`src/rtl/branch_predictor.sv`:
```
// rtl/branch_predictor.sv - direct-mapped BTB next-PC predictor with 2-bit counters and perf stats
module branch_predictor #(
    parameter int ENTRIES = 16,
    parameter int IDX_W   = $clog2(ENTRIES),
    parameter int TAG_W   = 30 - IDX_W
) (
    input  logic        clk,
    input  logic        rst,
    input  logic [31:0] fetch_pc,
    input  logic        fetch_valid,
    input  logic        stall,
    output logic        prediction,
    output logic [31:0] control_pc,
    input  logic        upd_valid,
    input  logic [31:0] upd_pc,
    input  logic        upd_taken,
    input  logic [31:0] upd_target,
    input  logic        upd_pred_taken,
    input  logic [31:0] upd_pred_target,
    output logic        mispredict,
    output logic [31:0] stat_lookups,
    output logic [31:0] stat_mispredicts
);

    logic             valid_q [ENTRIES];
    logic [1:0]       ctr_q   [ENTRIES];
    logic [TAG_W-1:0] tag_q   [ENTRIES];
    logic [31:0]      tgt_q   [ENTRIES];
    logic [31:0]      lookups_q;
    logic [31:0]      mispredicts_q;

    logic [IDX_W-1:0] f_idx;
    logic [TAG_W-1:0] f_tag;
    logic             f_hit;
    logic [IDX_W-1:0] u_idx;
    logic [TAG_W-1:0] u_tag;
    logic             u_hit;
    logic             unused_bits;

    // PC[1:0] never participates in indexing or tagging
    assign unused_bits = ^{fetch_pc[1:0], upd_pc[1:0]};

    assign f_idx = fetch_pc[IDX_W+1:2];
    assign f_tag = fetch_pc[31:IDX_W+2];
    assign u_idx = upd_pc[IDX_W+1:2];
    assign u_tag = upd_pc[31:IDX_W+2];
    assign u_hit = valid_q[u_idx] && (tag_q[u_idx] == u_tag);

    // Zero-latency lookup; reset forces a fall-through prediction
    always_comb begin
        f_hit      = valid_q[f_idx] && (tag_q[f_idx] == f_tag);
        prediction = !rst && f_hit && ctr_q[f_idx][1];
        control_pc = prediction ? tgt_q[f_idx] : fetch_pc + 32'd4;
    end

    // A wrong direction, or a right "taken" with the wrong target, counts as a mispredict
    assign mispredict = upd_valid &&
                        ((upd_taken != upd_pred_taken) ||
                         (upd_taken && upd_pred_taken && (upd_pred_target != upd_target)));

    // Valid bits and direction counters: cold on reset, trained by resolved branches
    always_ff @(posedge clk) begin
        if (rst) begin
            for (int i = 0; i < ENTRIES; i++) begin
                valid_q[i] <= 1'b0;
                ctr_q[i]   <= 2'b01;
            end
        end else if (upd_valid) begin
            if (u_hit) begin
                if (upd_taken) begin
                    if (ctr_q[u_idx] != 2'b11) ctr_q[u_idx] <= ctr_q[u_idx] + 2'd1;
                end else begin
                    if (ctr_q[u_idx] != 2'b00) ctr_q[u_idx] <= ctr_q[u_idx] - 2'd1;
                end
            end else if (upd_taken) begin
                valid_q[u_idx] <= 1'b1;
                ctr_q[u_idx]   <= 2'b10;
            end
        end
    end

    // Tag and target payload; a taken update either refreshes a hit or allocates over a miss
    always_ff @(posedge clk) begin
        if (!rst && upd_valid && upd_taken) begin
            tag_q[u_idx] <= u_tag;
            tgt_q[u_idx] <= upd_target;
        end
    end

    // Saturating perf counters
    always_ff @(posedge clk) begin
        if (rst) begin
            lookups_q     <= 32'd0;
            mispredicts_q <= 32'd0;
        end else begin
            if (fetch_valid && !stall && (lookups_q != 32'hFFFF_FFFF))
                lookups_q <= lookups_q + 32'd1;
            if (mispredict && (mispredicts_q != 32'hFFFF_FFFF))
                mispredicts_q <= mispredicts_q + 32'd1;
        end
    end

    assign stat_lookups     = lookups_q;
    assign stat_mispredicts = mispredicts_q;

endmodule

```
`config.mk`:
```
export PLATFORM = sky130hd
export DESIGN_NAME = branch_predictor
export DESIGN_NICKNAME = d
export VERILOG_FILES = /design/src/rtl/branch_predictor.sv
export SDC_FILE = /design/constraint.sdc
export NUM_CORES = 1
export LEC_CHECK = 0
export ABC_AREA = 1
export BUFFER_PORTS_ARGS = -buffer_cell sky130_fd_sc_hd__buf_2
export CAP_MARGIN = 20
export CORE_UTILIZATION = 30
export CTS_CLUSTER_DIAMETER = 100
export DETAILED_ROUTE_END_ITERATION = 6
export PLACE_DENSITY = 0.44
export SLEW_MARGIN = 20
export SYNTH_ARGS = -nofsm -noshare
export SYNTH_HDL_FRONTEND = slang
export SYNTH_SLANG_ARGS = --single-unit
```
`constraint.sdc`:
```
create_clock -name clk -period 4.72 [get_ports clk]
set_clock_uncertainty 0.15 [all_clocks]
set_input_delay 0.472 -clock clk [delete_from_list [all_inputs] [get_ports clk]]
set_output_delay 0.472 -clock clk [all_outputs]
set_load 0.02 [all_outputs]
```
==> flow_metrics.env, run 1 <==
export IMPL_vias=38850
export IMPL_final_max_slew_violation_count=0
export IMPL_io_buffers=230
export IMPL_viasPerCell=5.034
export IMPL_rows=148
export IMPL_ir_worst_vdd_v=0.0002820
export IMPL_route_detailed_drc=0
export IMPL_cts_buffer_depth=3
export IMPL_cp_required_ns=4.10
export IMPL_power_density_nw_per_um2=361.2
export IMPL_synth_area_um2=49360
export IMPL_finalSetupTns_ns=0
export IMPL_start_util_pct=30.26
export IMPL_routedWlPerCell_um=23.18
export IMPL_combPwrFrac_pct=9.4
export IMPL_routed_wl_um=178900
export IMPL_cts_setup_buffers=0
export IMPL_drive_gt1_share_pct=10.25
export IMPL_htreeDepth=3
export IMPL_grt_max_degree=151
export IMPL_endpoint_kind="primary output"
export IMPL_cts_buffers=117
export IMPL_crit_fanout=110
export IMPL_synth_distinct_cells=43
export IMPL_area_growth_pct=16.81
export IMPL_rsz0062_at_grt="no"
export IMPL_hold_viol=0
export IMPL_place_congestion=0.8740
export IMPL_cts_sinks=1040
export IMPL_antenna_found_initial=21
export IMPL_hpwl_um=106500
export IMPL_num_io_pins=233
export IMPL_min_to="tgt_q[5][12]$_DFFE_PP_"
export IMPL_post_synth_top_count_cell="nand2_1"
export IMPL_setup_violations_final=0
export IMPL_switching_power_mw=5.289
export IMPL_r2r_cells=15
export IMPL_max_slew_margin_pct=30.01
export IMPL_cap_violations=0
export IMPL_die_w_um=407.6
export IMPL_crit_path_start_kind="input pin"
export IMPL_yosysTopAreaCell="edfxtp_1"
export IMPL_power_leakage_nw=21.25
export IMPL_async_flop_share_pct=0
export IMPL_synth_common_cells="nand2_1 (1,458), edfxtp_1 (960), nor2_1 (633)"
export IMPL_die_area_um2=166200
export IMPL_die_h_um=407.6
export IMPL_reg2reg_to="ctr_q[13][0]$_SDFFCE_PN1P_"
export IMPL_worstHoldStart="upd_target[12]"
export IMPL_synth_seq_cells=1040
export IMPL_worstMarginPinSlew_ns=1.047
export IMPL_dr_pass1_iters=6
export IMPL_arrival_ns=3.80
export IMPL_max_freq_mhz=225.9
export IMPL_holdWs_ns=0.04313
export IMPL_core_area_um2=163100
export IMPL_postSynthAreaPerCell_um2=9.473
export IMPL_min_path_type="input pin to flip-flop"
export IMPL_pwr_share_seq_pct=48.7
export IMPL_synth_edf_count=960
export IMPL_grt_pass1_wl_um=258500
export IMPL_r2r_start="tag_q[9][23]$_DFFE_PP_"
export IMPL_grt_pass1_vias=37110
export IMPL_cts_tree="built"
export IMPL_fin_crit_sh_pct=93.77
export IMPL_crit_type="input pin to primary output"
export IMPL_ys_seq_area_share_pct=61.64
export IMPL_root_buffer="clkbuf_16"
export IMPL_r2r_slack_ns=1.42
export IMPL_clkLatencyLatePin_ns=0.75
export IMPL_p_sw_share_pct=25.40
export IMPL_placed_cell_area_um2=53580
export IMPL_p_int_mw=15.54
export IMPL_ant_nets=0
export IMPL_postSynthCellCount=5211
export IMPL_grt_usage_pct=20.98
export IMPL_synthFlopType="edfxtp_1"
export IMPL_grt_overflow_total=0
export IMPL_synth_warning_count=0
export IMPL_nets=5582
export IMPL_status="completed"
export IMPL_pwr_share_clk_pct=41.9
export IMPL_clk_pin_slew_ns=0.06
export IMPL_hold_depth=1
export IMPL_fin_area_um2=57660
export IMPL_layout_min_cycle_time_ns=4.426
export IMPL_synthTopCellsByArea="edfxtp_1 (58%), nand2_1 (11%), o21ai_0 (5.7%), nor2_1 (4.8%), dfxtp_1 (3.2%)"
export IMPL_yosysTopAreaCellShare_pct=58.40
export IMPL_synth_nets=5350
export IMPL_drt_iter0_drc=3105
-- kinds of logic after synthesis --
kind of cell | count (synthesis) | share of synthesized area (%)
XOR/XNOR | 102 | 1.810
buffers and inverters | 589 | 5.105
AND/OR/NAND/NOR | 2423 | 19.59
adder cells (fa/ha/maj) | 4 | 0.1014
AO/OA/AOI/OAI | 1053 | 11.75
flip-flops | 1040 | 61.64
-- critical path, stage by stage --
cell	delay (ns)
buf_8	0.15
inv_16	0.22
buf_4	0.29
nand2_1	0.06
nand3_1	0.06
nand2_1	0.11
nand2_1	0.07
nand2_1	0.05
inv_1	0.04
nand4_1	0.12
a21oi_1	0.20
buf_4	0.21
nand4_1	0.09
nor2_1	0.17
nand3b_4	0.12
nor2_4	0.11
buf_12	0.19
nor2_1	0.06
nor2_1	0.39
buf_4	0.18
buf_2	0.16
-- power by group through the flow --
stage	Sequential (mW)	Clock, mW	Combinational [mW]
floorplan	10.3	0	1.05
global placement	10.3	0	1.92
detailed placement	10.3	0	1.93
CTS	10.1	8.92	1.97
global route	10.1	9.25	2.14
finish	10.1	8.72	1.96
-- layer usage --
metal  global-route usage (%)  share of wire, %  vias to the layer above
li1                         -                 -                    18400
met4                    6.060               2.6                       10
met2                    35.56                48                     1065
met5                        0             0.035                        -
met1                    28.08                45                    19120
met3                    2.422               4.7                      260
-- final cells by class --
class / instances / area, um^2
Fill cell: 16490 / 105500
Inverter: 288 / 1111
Sequential cell: 1040 / 30430
Clock buffer: 152 / 3099
Antenna cell: 11 / 27.53
Tap cell: 2175 / 2721
Multi-Input combinational cell: 3582 / 16560
Clock inverter: 57 / 456.7
Timing Repair Buffer: 414 / 3256
-- sequential cells by signal, indices dropped and copies added, names as in the netlist --
| signal | flops |
|---|---|
| ctr_q | 32 |
| stat_lookups | 32 |
| stat_mispredicts | 32 |
| tag_q | 416 |
| tgt_q | 512 |
| valid_q | 16 |
-- worst max path at each step --
stage | from | end | slack [ns] | cells past startpoint
finish | fetch_pc[2] | control_pc[21] | 0.29 | 21
global placement | fetch_pc[2] | control_pc[21] | 0.41 | 16
detailed placement | fetch_pc[2] | control_pc[21] | 0.42 | 16
CTS | upd_target[16] | mispredict | 0.36 | 11
global route | tag_q[12][24]$_DFFE_PP_ | control_pc[21] | 0.16 | 20
floorplan | upd_pc[2] | tag_q[6][0]$_DFFE_PP_ | 0.20 | 8
-- through the flow --
step                      utilization, %  worst slack, ns  total power [mW]  instances
after floorplan                        -           0.2012             11.40       5211
after global placement             32.84           0.4086             12.26       7449
after detailed placement           32.84           0.4183             12.26       7449
after CTS                          35.33           0.3586             21.03       7708
after global routing               35.34           0.1585             21.53       7716
final                              35.34           0.2939             20.83       7719
-- timing repair --
action,in CTS,in global routing
resized for setup,0,0
hold buffers,50,0
hold endpoints to repair,719,0
-- layout by cell type, fill, tap and decap left out, types with 5 or more instances in the layout --
master	synthesis	final
o21ai_1	78	78
nand3_1	208	208
a21oi_1	176	176
buf_2	71	225
inv_1	279	276
clkinv_2	0	16
o21ai_0	561	561
diode_2	0	11
nor4_1	16	16
o221ai_1	49	49
nand2_1	1458	1458
nand4_1	30	30
nor2_1	633	614
bufinv_16	0	5
o211ai_1	57	57
xor2_1	58	58
clkbuf_16	0	117
o22ai_1	101	101
o21bai_1	10	10
dlygate4sd3_1	0	50
buf_4	14	91
dfxtp_1	80	80
nor2_4	3	22
a22oi_1	16	16
clkinv_1	3	28
clkbuf_1	169	31
edfxtp_1	960	960
nor3_1	47	47
xnor2_1	44	44
buf_12	0	45
Note: power is estimated with default switching activity, not from simulation.
==> inputs of run 2 (changes only) <==
clock period = 3.7 ns   (was 4.72 ns; I/O delays follow)
==> flow_metrics.env, run 2 (synthesis results as in run 1) <==
export IMPL_mostFrequentLayoutCell="nand2_1"
export IMPL_power_leakage_nw=22.48
export IMPL_core_area_um2=163100
export IMPL_path_cells="nor2_1 > nor2_1 > o21ai_1 > o21ai_1 > o211ai_1 > nand2_1 > nand2_1 > nand2_1 > nor2_1 > nand2_1 > nor2_1 > nand2_2 > nor2_4 > buf_12 > buf_8 > clkbuf_16 > nand2_2 > nand2_2 > buf_6"
export IMPL_endpoint_kind="primary output"
export IMPL_finalSetupTns_ns=-2.056
export IMPL_dr_pass1_iters=6
export IMPL_rows=148
export IMPL_crit_fanout=8
export IMPL_met1Wirelength_um=81050
export IMPL_clk_pin_slew_ns=0.06
export IMPL_cts_buffer_depth=3
export IMPL_grt_pass1_vias=37880
export IMPL_num_io_pins=233
export IMPL_power_mw=27.57
export IMPL_setup_violations_final=32
export IMPL_routedWlPerCell_um=23.38
export IMPL_antenna_found_initial=28
export IMPL_hold_viol=0
export IMPL_holdWs_ns=0.08804
export IMPL_ir_worst_vdd_v=0.0003831
export IMPL_die_w_um=407.6
export IMPL_start_util_pct=30.26
export IMPL_fin_ws_ns=-0.1155
export IMPL_min_path_type="input pin to flip-flop"
export IMPL_max_freq_mhz=262.1
export IMPL_wl_met3_um=9622
export IMPL_dp_cells=7561
export IMPL_arrival_ns=3.30
export IMPL_status="complete, but fails checks"
export IMPL_die_area_um2=166200
export IMPL_hpwl_um=110800
export IMPL_area_growth_pct=22.22
export IMPL_crit_type="flip-flop to primary output"
export IMPL_placed_cell_area_um2=54880
export IMPL_htreeDepth=3
export IMPL_worstMarginPinSlew_ns=1.065
export IMPL_fin_crit_sh_pct=103.1
export IMPL_place_congestion=0.8756
export IMPL_grt_pass1_wl_um=265500
export IMPL_die_h_um=407.6
export IMPL_ant_nets=0
export IMPL_routed_top_layer="met5"
export IMPL_final_cells=7863
export IMPL_slowest_delay_ns=0.39
export IMPL_grt_max_degree=127
export IMPL_cap_violations=0
export IMPL_rsz0062_at_grt="yes"
export IMPL_drt_iter0_drc=3383
export IMPL_crit_path_start_kind="flip-flop"
export IMPL_vias=39680
export IMPL_grt_usage_pct=21.61
export IMPL_drive_gt1_share_pct=14.14
export IMPL_cts_sinks=1040
export IMPL_final_cell_mix="nand2_1 (1,411), edfxtp_1 (960), nor2_1 (591), o21ai_0 (547), inv_1 (272)"
export IMPL_max_slew_margin_pct=28.99
export IMPL_final_max_slew_violation_count=0
export IMPL_fin_area_um2=60330
export IMPL_cp_required_ns=3.18
export IMPL_routed_wl_um=183800
export IMPL_io_buffers=230
export IMPL_violations="setup timing"
export IMPL_cts_buffers=117
export IMPL_viasPerCell=5.046
export IMPL_route_detailed_drc=0
export IMPL_cts_tree="built"
export IMPL_layout_min_cycle_time_ns=3.816
export IMPL_clkLatencyLatePin_ns=0.75
export IMPL_reg_top3="tgt_q: 512 flops, tag_q: 416 flops"
export IMPL_largest_reg_flops=512
export IMPL_power_density_nw_per_um2=456.9
export IMPL_regMostFlops="tgt_q"
export IMPL_root_buffer="clkbuf_16"
export IMPL_grt_overflow_total=0
export IMPL_nets=5716
export IMPL_cp_slowest_cell="edfxtp_1"
export IMPL_wl_met2_um=89280
==> run 2: per-layer routing <==
layer,track usage (%),vias to the layer above
met4,5.678,12
li1,-,18670
met1,29.32,19490
met3,2.515,244
met2,36.43,1259
met5,0,-
==> run 2: path summary, 6_finish.rpt <==
kind | startpoint | endpoint | slack [ns] | depth (start not counted)
setup / recovery | tag_q[0][11]$_DFFE_PP_ | control_pc[23] | -0.12 | 19
hold / removal | upd_pc[5] | ctr_q[11][0]$_SDFFCE_PN1P_ | 0.09 | 4
setup reg to reg | tag_q[13][23]$_DFFE_PP_ | ctr_q[3][0]$_SDFFCE_PN1P_ | 0.71 | 18
hold reg to reg | stat_lookups[30]$_SDFFE_PP0P_ | stat_lookups[30]$_SDFFE_PP0P_ | 0.33 | 2
==> run 2: final cells by class <==
class	instances	area, um^2
multi-input cells	3582	17060
repair buffers	547	5131
inverters	288	1111
clock buffers	143	3035
fillers	16350	102800
clock inverters	76	810.8
well taps	2175	2721
diodes	11	27.53
flip-flops and latches	1040	30430
repair inverters	1	8.758
==> run 2: metrics by stage <==
step / setup WS [ns] / util, %
after floorplan: -0.5495 / -
after global placement: -0.3960 / 33.64
after detailed placement: -0.4130 / 33.64
after CTS: -0.07863 / 36.60
after global routing: -0.2189 / 36.98
final: -0.1155 / 36.98
==> run 2: report_power, final <==
part	switching (mW)	internal [mW]	leakage, nW	total (mW)
sequential	0.0305	12.9	9.27	12.9
combinational	1.90	0.904	11.3	2.80
clock	4.95	6.87	1.89	11.8
==> run 2: critical path, delay by kind of cell (launching register included) <==
| kind | cells | cell delay [ns] |
|---|---|---|
| flops | 1 | 0.39 |
| compound gates | 3 | 0.40 |
| simple gates | 12 | 1.19 |
| buf+inv | 4 | 0.57 |
==> run 2: repair_timing <==
item | CTS | global route
hold buffers | 60 | 0
buffers inserted | 7 | 5
resized for setup | 77 | 156
pin swaps | 15 | 32
cloned | 3 | 3
hold endpoints to repair | 929 | 0
setup endpoints to repair | 32 | 33
